`src/rtl/axi4_stream_pkt_limiter_if.sv`:
```
// AXI4-Stream bundle shared by the packet limiter and its neighbours.
// The master drives payload and valid; the slave drives ready.
interface axi4_stream_if #(
    parameter int DATA_WIDTH = 32,
    parameter int USER_WIDTH = 1,
    parameter int DEST_WIDTH = 1,
    parameter int ID_WIDTH   = 1
);
    localparam int KEEP_WIDTH = DATA_WIDTH / 8;

    logic                  tvalid;
    logic                  tready;
    logic [DATA_WIDTH-1:0] tdata;
    logic [KEEP_WIDTH-1:0] tstrb;
    logic [KEEP_WIDTH-1:0] tkeep;
    logic                  tlast;
    logic [USER_WIDTH-1:0] tuser;
    logic [DEST_WIDTH-1:0] tdest;
    logic [ID_WIDTH-1:0]   tid;

    modport master (
        output tvalid, tdata, tstrb, tkeep, tlast, tuser, tdest, tid,
        input  tready
    );

    modport slave (
        input  tvalid, tdata, tstrb, tkeep, tlast, tuser, tdest, tid,
        output tready
    );
endinterface

```
`src/rtl/axi4_stream_pkt_limiter.sv`:
```
// Cuts packets longer than MAX_WORDS beats (forcing tlast) and drops their tail.
// Define AXI4_STREAM_PKT_LIMITER_STATS_EN to build the packet/truncation counters.
module axi4_stream_pkt_limiter #(
    parameter int DATA_WIDTH = 32,
    parameter int USER_WIDTH = 1,
    parameter int DEST_WIDTH = 1,
    parameter int ID_WIDTH   = 1,
    parameter int MAX_WORDS  = 64,
    parameter int CNT_WIDTH  = $clog2(MAX_WORDS + 1)
) (
    input  logic                clk_i,
    input  logic                rst_i,
    axi4_stream_if.slave        pkt_i,
    axi4_stream_if.master       pkt_o,
    output logic                truncated_o,
    output logic [31:0]         pkt_cnt_o,
    output logic [31:0]         trunc_cnt_o
);
    localparam int                   KEEP_WIDTH = DATA_WIDTH / 8;
    localparam logic [CNT_WIDTH-1:0] LAST_IDX   = CNT_WIDTH'(MAX_WORDS - 1);

    typedef enum logic {
        ST_PASS,
        ST_DISCARD
    } state_t;

    state_t                r_state;
    state_t                w_state_nxt;
    logic [CNT_WIDTH-1:0]  r_wcnt;
    logic [CNT_WIDTH-1:0]  w_wcnt_nxt;

    logic                  r_out_valid;
    logic [DATA_WIDTH-1:0] r_tdata;
    logic [KEEP_WIDTH-1:0] r_tstrb;
    logic [KEEP_WIDTH-1:0] r_tkeep;
    logic                  r_tlast;
    logic [USER_WIDTH-1:0] r_tuser;
    logic [DEST_WIDTH-1:0] r_tdest;
    logic [ID_WIDTH-1:0]   r_tid;
    logic                  r_truncated;

    logic                  w_in_ready;
    logic                  w_acc;
    logic                  w_load;
    logic                  w_at_limit;
    logic                  w_cut;
    logic                  w_out_hs;

    // While discarding, the tail is swallowed regardless of downstream state.
    assign w_in_ready = (r_state == ST_DISCARD) ? 1'b1 : (!r_out_valid || pkt_o.tready);
    assign w_acc      = pkt_i.tvalid && w_in_ready;
    assign w_load     = w_acc && (r_state == ST_PASS);
    assign w_at_limit = (r_wcnt == LAST_IDX);
    assign w_cut      = w_load && !pkt_i.tlast && w_at_limit;
    assign w_out_hs   = r_out_valid && pkt_o.tready;

    always_ff @(posedge clk_i or posedge rst_i) begin
        if (rst_i) begin
            r_state <= ST_PASS;
            r_wcnt  <= '0;
        end else begin
            // NOTE: non-blocking so every flop samples pre-edge values, whatever the block order.
            r_state <= w_state_nxt;
            r_wcnt  <= w_wcnt_nxt;
        end
    end

    always_comb begin
        // NOTE: defaults first so no branch leaves a variable unassigned and infers a latch.
        w_state_nxt = r_state;
        w_wcnt_nxt  = r_wcnt;
        unique case (r_state)
            ST_PASS: begin
                if (w_acc) begin
                    if (pkt_i.tlast) begin
                        w_wcnt_nxt = '0;
                    end else if (w_at_limit) begin
                        w_wcnt_nxt  = '0;
                        w_state_nxt = ST_DISCARD;
                    end else begin
                        w_wcnt_nxt = r_wcnt + CNT_WIDTH'(1);
                    end
                end
            end
            ST_DISCARD: begin
                if (w_acc && pkt_i.tlast) begin
                    w_state_nxt = ST_PASS;
                end
            end
            default: begin
                w_state_nxt = ST_PASS;
                w_wcnt_nxt  = '0;
            end
        endcase
    end

    always_ff @(posedge clk_i or posedge rst_i) begin
        if (rst_i) begin
            // NOTE: payload is reset too, so downstream sees zeros rather than X before the first beat.
            r_out_valid <= 1'b0;
            r_tdata     <= '0;
            r_tstrb     <= '0;
            r_tkeep     <= '0;
            r_tlast     <= 1'b0;
            r_tuser     <= '0;
            r_tdest     <= '0;
            r_tid       <= '0;
            r_truncated <= 1'b0;
        end else begin
            r_truncated <= w_cut;
            if (w_load) begin
                r_out_valid <= 1'b1;
                r_tdata     <= pkt_i.tdata;
                r_tstrb     <= pkt_i.tstrb;
                r_tkeep     <= pkt_i.tkeep;
                r_tlast     <= pkt_i.tlast || w_at_limit;
                r_tuser     <= pkt_i.tuser;
                r_tdest     <= pkt_i.tdest;
                r_tid       <= pkt_i.tid;
            end else if (w_out_hs) begin
                r_out_valid <= 1'b0;
            end
        end
    end

    assign pkt_i.tready = w_in_ready;
    assign pkt_o.tvalid = r_out_valid;
    assign pkt_o.tdata  = r_tdata;
    assign pkt_o.tstrb  = r_tstrb;
    assign pkt_o.tkeep  = r_tkeep;
    assign pkt_o.tlast  = r_tlast;
    assign pkt_o.tuser  = r_tuser;
    assign pkt_o.tdest  = r_tdest;
    assign pkt_o.tid    = r_tid;
    assign truncated_o  = r_truncated;

`ifdef AXI4_STREAM_PKT_LIMITER_STATS_EN
    logic [31:0] r_pkt_cnt;
    logic [31:0] r_trunc_cnt;

    // Saturating counters: they stick at all-ones instead of wrapping.
    always_ff @(posedge clk_i or posedge rst_i) begin
        if (rst_i) begin
            r_pkt_cnt   <= '0;
            r_trunc_cnt <= '0;
        end else begin
            if (w_out_hs && r_tlast && (r_pkt_cnt != '1)) begin
                r_pkt_cnt <= r_pkt_cnt + 32'd1;
            end
            if (r_truncated && (r_trunc_cnt != '1)) begin
                r_trunc_cnt <= r_trunc_cnt + 32'd1;
            end
        end
    end

    assign pkt_cnt_o   = r_pkt_cnt;
    assign trunc_cnt_o = r_trunc_cnt;
`else
    assign pkt_cnt_o   = '0;
    assign trunc_cnt_o = '0;
`endif
endmodule

```
`src/flat_wrapper.sv`:
```
// flat-port wrapper written by rule: the top's interface ports become plain ports
module axi4_stream_pkt_limiter_flat 
#(
    parameter int DATA_WIDTH = 32,
    parameter int USER_WIDTH = 1,
    parameter int DEST_WIDTH = 1,
    parameter int ID_WIDTH   = 1,
    parameter int MAX_WORDS  = 64,
    parameter int CNT_WIDTH  = $clog2(MAX_WORDS + 1)
)
  (clk_i, rst_i, truncated_o, pkt_cnt_o, trunc_cnt_o, pkt_i_tvalid, pkt_i_tdata, pkt_i_tstrb, pkt_i_tkeep, pkt_i_tlast, pkt_i_tuser, pkt_i_tdest, pkt_i_tid, pkt_i_tready, pkt_o_tvalid, pkt_o_tdata, pkt_o_tstrb, pkt_o_tkeep, pkt_o_tlast, pkt_o_tuser, pkt_o_tdest, pkt_o_tid, pkt_o_tready);
  axi4_stream_if #(.DATA_WIDTH(DATA_WIDTH), .USER_WIDTH(USER_WIDTH), .DEST_WIDTH(DEST_WIDTH), .ID_WIDTH(ID_WIDTH)) pkt_i_i ();
  axi4_stream_if #(.DATA_WIDTH(DATA_WIDTH), .USER_WIDTH(USER_WIDTH), .DEST_WIDTH(DEST_WIDTH), .ID_WIDTH(ID_WIDTH)) pkt_o_i ();
  input  logic clk_i;
  input  logic rst_i;
  output logic truncated_o;
  output logic [31:0] pkt_cnt_o;
  output logic [31:0] trunc_cnt_o;
  input wire logic [$bits(pkt_i_i.tvalid)-1:0] pkt_i_tvalid;
  input wire logic [$bits(pkt_i_i.tdata)-1:0] pkt_i_tdata;
  input wire logic [$bits(pkt_i_i.tstrb)-1:0] pkt_i_tstrb;
  input wire logic [$bits(pkt_i_i.tkeep)-1:0] pkt_i_tkeep;
  input wire logic [$bits(pkt_i_i.tlast)-1:0] pkt_i_tlast;
  input wire logic [$bits(pkt_i_i.tuser)-1:0] pkt_i_tuser;
  input wire logic [$bits(pkt_i_i.tdest)-1:0] pkt_i_tdest;
  input wire logic [$bits(pkt_i_i.tid)-1:0] pkt_i_tid;
  output wire logic [$bits(pkt_i_i.tready)-1:0] pkt_i_tready;
  output wire logic [$bits(pkt_o_i.tvalid)-1:0] pkt_o_tvalid;
  output wire logic [$bits(pkt_o_i.tdata)-1:0] pkt_o_tdata;
  output wire logic [$bits(pkt_o_i.tstrb)-1:0] pkt_o_tstrb;
  output wire logic [$bits(pkt_o_i.tkeep)-1:0] pkt_o_tkeep;
  output wire logic [$bits(pkt_o_i.tlast)-1:0] pkt_o_tlast;
  output wire logic [$bits(pkt_o_i.tuser)-1:0] pkt_o_tuser;
  output wire logic [$bits(pkt_o_i.tdest)-1:0] pkt_o_tdest;
  output wire logic [$bits(pkt_o_i.tid)-1:0] pkt_o_tid;
  input wire logic [$bits(pkt_o_i.tready)-1:0] pkt_o_tready;
  assign pkt_i_i.tvalid = pkt_i_tvalid;
  assign pkt_i_i.tdata = pkt_i_tdata;
  assign pkt_i_i.tstrb = pkt_i_tstrb;
  assign pkt_i_i.tkeep = pkt_i_tkeep;
  assign pkt_i_i.tlast = pkt_i_tlast;
  assign pkt_i_i.tuser = pkt_i_tuser;
  assign pkt_i_i.tdest = pkt_i_tdest;
  assign pkt_i_i.tid = pkt_i_tid;
  assign pkt_i_tready = pkt_i_i.tready;
  assign pkt_o_tvalid = pkt_o_i.tvalid;
  assign pkt_o_tdata = pkt_o_i.tdata;
  assign pkt_o_tstrb = pkt_o_i.tstrb;
  assign pkt_o_tkeep = pkt_o_i.tkeep;
  assign pkt_o_tlast = pkt_o_i.tlast;
  assign pkt_o_tuser = pkt_o_i.tuser;
  assign pkt_o_tdest = pkt_o_i.tdest;
  assign pkt_o_tid = pkt_o_i.tid;
  assign pkt_o_i.tready = pkt_o_tready;
  axi4_stream_pkt_limiter #(.DATA_WIDTH(DATA_WIDTH), .USER_WIDTH(USER_WIDTH), .DEST_WIDTH(DEST_WIDTH), .ID_WIDTH(ID_WIDTH), .MAX_WORDS(MAX_WORDS), .CNT_WIDTH(CNT_WIDTH)) u_core (.clk_i(clk_i), .rst_i(rst_i), .pkt_i(pkt_i_i), .pkt_o(pkt_o_i), .truncated_o(truncated_o), .pkt_cnt_o(pkt_cnt_o), .trunc_cnt_o(trunc_cnt_o));
endmodule
```
`config.mk`:
```
export PLATFORM = sky130hd
export DESIGN_NAME = axi4_stream_pkt_limiter_flat
export DESIGN_NICKNAME = d
export VERILOG_FILES = /design/src/rtl/axi4_stream_pkt_limiter_if.sv /design/src/rtl/axi4_stream_pkt_limiter.sv /design/src/flat_wrapper.sv
export SDC_FILE = /design/constraint.sdc
export NUM_CORES = 1
export LEC_CHECK = 0
export ABC_AREA = 1
export CAP_MARGIN = 30
export CORE_MARGIN = 2
export CORE_UTILIZATION = 30
export CTS_BUF_LIST = sky130_fd_sc_hd__clkbuf_8
export CTS_CLUSTER_SIZE = 8
export DETAILED_ROUTE_END_ITERATION = 8
export PLACE_DENSITY = 0.68
export SYNTH_ARGS = -nofsm -noshare
export SYNTH_HDL_FRONTEND = slang
export SYNTH_SLANG_ARGS = --single-unit
```
`constraint.sdc`:
```
create_clock -name clk_i -period 2 [get_ports clk_i]
set_input_delay 0.4 -clock clk_i [delete_from_list [all_inputs] [get_ports clk_i]]
set_output_delay 0.4 -clock clk_i [all_outputs]
set_load 0.005 [all_outputs]
```
**Word level (Yosys, flattened, before mapping)**

Index checks and enable logic that the tools add are counted.

- Register bits after elaboration: 54
- Bits in latches: 0
- RAM bits: 0
- Bits in read-only memories: 0
- Input bits: 48
- Memories: 0

- Add/subtract/negate cells: 1
- $mul: 0
- Div/mod/pow operators: 0
- Magnitude comparators: 0
- Eq/ne operators: 1
- Shift operators: 0
- Muxes and demuxes: 10
- Bitwise logic cells: 1
- Reductions and logical operators: 12

Operators by type and width:

| cell | count |
|---|---|
| two-way mux 7 bit | 2 |
| adder 7 x 1 -> 7 bit, second input constant | 1 |
| equality test 7 x 6 -> 1 bit, second input constant | 1 |
| two-way mux 1 bit | 7 |
| logical AND 1 bit | 6 |
| logical NOT 1 bit | 2 |
| logical OR 1 bit | 2 |
| one-hot mux 1 bit (2 select lines) | 1 |
| AND reduction 2 bit | 1 |
| nonzero test 2 bit | 1 |
| NOT 1 bit | 1 |

**Longest topological paths before layout**

Gate-level depths: netlist of the first run.

- Word-level depth: 7
- Depth in mapped cells: 7

**Least setup slack after synthesis of the first run**

Ideal clock, no wire load.

- Kind: input to output
- From: input pkt_o_tready
- To: output pkt_i_tready
- Arrival time: 797 ps
- Data required time: 1,600 ps
- Slack: 803 ps
- Stages on the path: 3
- Cell sequence: inv_1 -> nand2_1 -> or2_2

- Word-level cells in the longest chain between the ends: 2

RTL lines:

| what | RTL line | RTL |
|---|---|---|
| start, declared | flat_wrapper.sv:36 | `input wire logic [$bits(pkt_o_i.tready)-1:0] pkt_o_tready;` |
| logical OR 1 bit | axi4_stream_pkt_limiter.sv:50 | `assign w_in_ready = (r_state == ST_DISCARD) ? 1'b1 : (!r_out_valid \|\| pkt_o.tready);` |
| two-way mux 1 bit | axi4_stream_pkt_limiter.sv:50 |  |
| end, declared | flat_wrapper.sv:27 | `output wire logic [$bits(pkt_i_i.tready)-1:0] pkt_i_tready;` |

No other way between the ends.

**Worst setup path in the final report of the first run**

Same ends and word-level chain as after synthesis.

==> impl_metrics.toml, run 1 <==
[global_routing]
grt_pass1_vias = 1931
track_usage_pct = 11.3
antenna_found_initial = 1
overflow = 0
grt_max_degree = 55
grt_pass1_wl_um = 8960

[clocking]
clkTransAtPathRegs_ns = 0.09
cts_sinks = 54
cts_buffer_depth = 2
clockRootBuffer = "clkbuf_8"
clock_latency_ns = 0.30
cts_made_buffers = 5
ctsHtreeMaxLevel = 2
hold_buffers = 0
cts_tree = "done"

[floorplanning]
fp.dieArea_mm2 = 0.00968
chipWidth_um = 98.4
coreArea_mm2 = 0.00868
ios = 159
row_count = 34
die_y_um = 98.4
start_util_pct = 30.8

[final_layout]
multi_input_area_um2 = 960
fin_nets = 466
final_util_pct = 41.7
antenna_cells = 0
drive_gt1_share_pct = 4.31
nFillCells = 874
regArea_mm2 = 0.00135
areaGrowthSynthToFinish_pct = 35.3

[routing]
vias = 2050
dr.pass1.iters = 4
drcViolationCount = 0
viasPerCell = 3.90
wl_per_cell_um = 10.4
drtIter0Drc = 92
ant_nets = 0
wl_um = 5480

[synthesis]
synth-seq-cells = 54
synth_area_per_cell_um2 = 8.33
ys_seq_area_share_pct = 50.6
synth.distinct_cells = 17
yosysWarnings = 0
synthCells = 321
syn_area_mm2 = 0.00267

[place]
portBuffers = 94
dp_slack_ns = -0.0152
place_congestion = 0.723
dp_hpwl_um = 3960

[sta]
fin_worst_skew_ns = 0.00322
rsz0062_at_grt = "no"
min_period_ns = 1.82
hold_violations = 0
timing.final.ws_setup_ns = 0.183
setup_violations = 0
fin_crit_sh_pct = 90.8
fmax_ghz = 0.550
slew_viol_final = 0

[outcome]
outcome = "finished clean"

[power_and_ir_drop]
ir_drop_mv = 0.342
power_density_mw_per_mm2 = 761
finalPower_uw = 2750
leakage_uw = 0.00187

[critical_path]
cp_max_fo = 2
arrival_ns = 1.42
reg2reg_to = "u_core.r_wcnt[0]"
ff2ff_path_depth = 6
cp-end-kind = "output port"
start_kind = "primary input"
criticalPathCategory = "primary input to output port"
required_ns = 1.60
r2r-start = "u_core.r_wcnt[0]"
r2r_slack_ns = 0.71

[job]
cap_violations = 0

[hold_path]
hold_path_class = "primary input to async pin"
flip-flops by register name, summed over array words and instances (netlist names), 4 cells and up:
register and flops:
u_core.r_wcnt 7, u_core.pkt_o.tstrb 4, u_core.pkt_o.tkeep 4, u_core.pkt_o.tdata 32
kinds of logic after synthesis:
family	Yosys count	synth area share, %
flops	54	50.6
other cells	1	0.140
fa+ha+maj	1	0.468
buf+inv	85	22.4
simple gates	175	25.5
compound gates	5	0.936
where the power goes:
group / switching, µW / internal, µW
Combinational: 290 / 423
Clock: 329 / 365
Sequential: 97.6 / 1250
critical path: stages:
cell and delay (ns):
clkdlybuf4s50_1 0.40, inv_1 0.05, nand2_1 0.05, or2_2 0.26, dlygate4sd2_1 0.26
timing repair:
action,CTS,global route
gates resized for setup,1,0
setup buffers,0,0
endpoints found under the setup margin,1,0
metal layers:
metal / part of all wire (%) / track usage, % / vias to the layer above
met3: 8.8 / 4.08 / 7
li1: - / - / 1029
met2: 47 / 18.4 / 101
met5: 0.24 / 0 / -
met1: 43 / 14.3 / 911
met4: 1.0 / 2.85 / 2
cell usage after synthesis:
cell type	number	share of area, %
a21oi_1	1	0.19
buf_2	5	0.94
buf_4	64	18
buf_6	4	1.7
conb_1	1	0.14
dfrtp_1	54	51
ha_1	1	0.47
inv_1	11	1.5
inv_4	1	0.23
nand2_1	156	22
nand2_2	1	0.23
nand3_1	6	1.1
nand4_1	2	0.47
nor2_1	6	0.84
nor2_2	2	0.47
o21ai_0	4	0.75
or2_2	2	0.47
worst max-delay path by stage:
stage	start	endpoint	slack, ns	cells after the start
after detailed placement	pkt_o_tready	pkt_i_tready	-0.02	5
after floorplan	rst_i	u_core.pkt_o.tdata[0]	0.29	1
after global placement	pkt_o_tready	pkt_i_tready	-0.008	5
final	pkt_o_tready	pkt_i_tready	0.18	5
after CTS	pkt_o_tready	pkt_i_tready	0.17	5
after global routing	pkt_o_tready	pkt_i_tready	0.12	5
area by class of cell:
class / instances / area share, %
Sequential cell: 54 / 37.4
Timing Repair Buffer: 99 / 28.1
Multi-Input combinational cell: 245 / 26.5
Tap cell: 108 / 3.74
Clock buffer: 5 / 1.90
Inverter: 12 / 1.32
Clock inverter: 3 / 1.04
stage by stage:
step | cells | setup TNS, ns | cell area, µm² | hold WS [ns]
finish | 526 | 0 | 3610 | 0.468
detailed placement | 518 | -0.0152 | 3510 | 0.464
floorplan | 384 | 0 | 2910 | 0.471
global route | 526 | 0 | 3610 | 0.475
global placement | 518 | -0.00774 | 3510 | 0.462
CTS | 526 | 0 | 3610 | 0.477
cells in the final DEF, fill, tap and decap left out, drive strengths merged, types with 2 or more instances in the layout:
cell type	count
clkbuf	5
or2	2
nand4	2
dfrtp	54
clkdlybuf4s50	93
nand3	6
conb	64
buf	5
o21ai	4
nand2	157
nor2	8
inv	14
No activity file was read; power rests on OpenSTA's default activity.
==> inputs of run 2 (changes only) <==
--- a/config.mk
+++ b/config.mk
@@ -5,14 +5,13 @@
 export SDC_FILE = /design/constraint.sdc
 export NUM_CORES = 1
 export LEC_CHECK = 0
-export ABC_AREA = 1
 export CAP_MARGIN = 30
 export CORE_MARGIN = 2
 export CORE_UTILIZATION = 30
 export CTS_BUF_LIST = sky130_fd_sc_hd__clkbuf_8
 export CTS_CLUSTER_SIZE = 8
 export DETAILED_ROUTE_END_ITERATION = 8
-export PLACE_DENSITY = 0.68
+export PLACE_DENSITY = 0.67
 export SYNTH_ARGS = -nofsm -noshare
 export SYNTH_HDL_FRONTEND = slang
 export SYNTH_SLANG_ARGS = --single-unit
==> run 2 against run 1 <==
Cell count down 3.6%. Cell area down 1.0%. First-iteration DRC count down 52%. Via count down 1.2%. Flip-flop and latch count unchanged. Synthesized cell count down 5.6%. Clock power down 11%. Sequential share of layout area up 0.38 points. Routed wire length down 2.4%. Clock skew up 0.0027 ns. Die area down 1.9%. Count of clock-buffer cells in the layout up 1. Critical endpoint unchanged. Largest cell class unchanged.
==> impl_metrics.toml, run 2 <==
[outcome]
outcome = "finished clean"

[sta]
fin_setup_tns_ns = 0
rsz0062_at_grt = "no"
hold_violations = 0
slew_viol_final = 0
fin_worst_skew_ns = 0.00596
fin_crit_sh_pct = 94.6
setup_violations = 0
min_period_ns = 1.89
fmax_ghz = 0.529

[routing]
wl_um = 5350
ant_nets = 0
drcViolationCount = 0
dr.pass1.iters = 4
wl_per_cell_um = 10.6
drtIter0Drc = 44
viasPerCell = 4.00
vias = 2026

[global_routing]
grt_max_degree = 55
grt_pass1_wl_um = 8830
antenna_found_initial = 0
track_usage_pct = 11.4
grt_pass1_vias = 1889
overflow = 0

[power_and_ir_drop]
leakage_uw = 0.00180
ir_drop_mv = 0.246
power_density_mw_per_mm2 = 737
finalPower_uw = 2640

[floorplanning]
ios = 159
start_util_pct = 30.5
die_y_um = 97.4
row_count = 34
fp.dieArea_mm2 = 0.00949
coreArea_mm2 = 0.00859
chipWidth_um = 97.4

[hold_path]
hold_path_class = "primary input to async pin"

[synthesis]
synth_area_per_cell_um2 = 8.64
synthArstFlopShare_pct = 100
synthCells = 303
synth-seq-cells = 54
synth_edf_count = 0
yosysMostFrequentCell = "nand2_1"
syn_area_mm2 = 0.00262
ys.flop_type = "dfrtp_1"
synth_top_area_cell = "dfrtp_1"
synth_top_area_share_pct = 51.6
synth.top_cells.by_count = "nand2_1, buf_4, dfrtp_1, clkbuf_1"
synth.distinct_cells = 28
synth.area.top_cells = "dfrtp_1, nand2_1, buf_4"
ys_seq_area_share_pct = 51.6
yosysWarnings = 0

[critical_path]
required_ns = 1.60
cpPeakStageDelay_ns = 0.49
cp-end-kind = "output port"
ff2ff_path_depth = 5
crit_slowest_cell = "clkdlybuf4s50_1"
cp_max_fo = 2
crit_family = "buffers and inverters"
arrival_ns = 1.49
path_cells = "clkdlybuf4s50_1, nor2b_1, nand2b_1, clkdlybuf4s50_1"
cp_num_buf_inv = 2
start_kind = "primary input"
criticalPathCategory = "primary input to output port"
crit_top_cell = "clkdlybuf4s50_1"
reg2reg_to = "u_core.pkt_o.tlast"
r2r_slack_ns = 0.35
path_depth = 4
r2r-start = "u_core.r_wcnt[0]"

[final_layout]
layout.cells.most_common = "nand2_1"
fin_nets = 447
antenna_cells = 0
drive_gt1_share_pct = 5.01
areaGrowthSynthToFinish_pct = 36.6
largest_reg_flops = 32
mostFrequentLayoutCells = "nand2_1, clkdlybuf4s50_1, conb_1"

[clocking]
cts_buffer_depth = 2
clockRootBuffer = "clkbuf_8"
cts_sinks = 54
cts_tree = "done"
ctsHtreeMaxLevel = 2
postCtsResizedCells = 0
clkTransAtPathRegs_ns = 0.09
cts_made_buffers = 5
clock_latency_ns = 0.30
cts_setup_buffers = 0
hold_buffers = 0

[place]
portBuffers = 94
place_congestion = 0.761
dp_hpwl_um = 3960

[job]
cap_violations = 0
run 2: cell types whose count changed after synthesis, moves of 2 or more:
cell,delta
o21ai_1,+2
nor2_2,-2
or4_1,+2
nand2b_1,+3
buf_6,-4
nor2_1,-3
nand3b_1,+2
inv_1,-8
nand2_1,-20
clkbuf_1,+6
nand3_1,-2
run 2: area by class of cell:
cell class,instances,area (µm²)
clock buffers,6,82.6
repair buffers,101,1020
flip-flops and latches,54,1350
fillers,888,5010
clock inverters,2,8.76
well taps,108,135
multi-input cells,233,971
inverters,3,11.3
run 2: worst register-to-register path, delay by kind of cell (launching register included):
kind	cells	cell delay, ns
AOI/OAI and AO/OA	2	0.51
DFF	1	0.42
and+or+nand+nor	2	0.38
adders and majority gates	1	0.24
run 2: logic make-up after synthesis:
family | count (synthesis) | synth area share (%)
simple gates | 156 | 24.2
compound gates | 12 | 2.82
buf+inv | 79 | 20.7
fa+ha+maj | 1 | 0.478
other cells | 1 | 0.143
flops | 54 | 51.6
run 2: worst max path at each step:
stage                 startpoint               endpoint  slack, ns
floorplan                  rst_i  u_core.pkt_o.tdata[0]       0.29
global placement    pkt_o_tready           pkt_i_tready       0.12
detailed placement  pkt_o_tready           pkt_i_tready       0.10
CTS                 pkt_o_tready           pkt_i_tready       0.10
global route        pkt_o_tready           pkt_i_tready       0.07
finish              pkt_o_tready           pkt_i_tready       0.11
run 2: routing by layer:
metal | routed length, µm | track usage, % | share of wire, %
met1 | 2120 | 12.6 | 40
met2 | 2690 | 20.0 | 50
met3 | 471 | 4.17 | 8.8
met4 | 74 | 3.95 | 1.4
met5 | 0 | 0 | 0
run 2: power breakdown:
group          switching, µW  internal (µW)
logic                    276            405
clock network            344            275
registers               89.1           1250
run 2: per-stage QoR:
| step | hold WS, ns | cells | utilization, % | setup slack, ns | instance area, µm² |
|---|---|---|---|---|---|
| detailed placement | 0.461 | 499 | 40.6 | 0.102 | 3490 |
| CTS | 0.464 | 507 | 41.6 | 0.102 | 3580 |
| finish | 0.460 | 507 | 41.6 | 0.108 | 3580 |
| floorplan | 0.465 | 366 | - | 0.285 | 2860 |
| global route | 0.496 | 507 | 41.6 | 0.0718 | 3580 |
| global placement | 0.457 | 499 | 40.6 | 0.122 | 3490 |
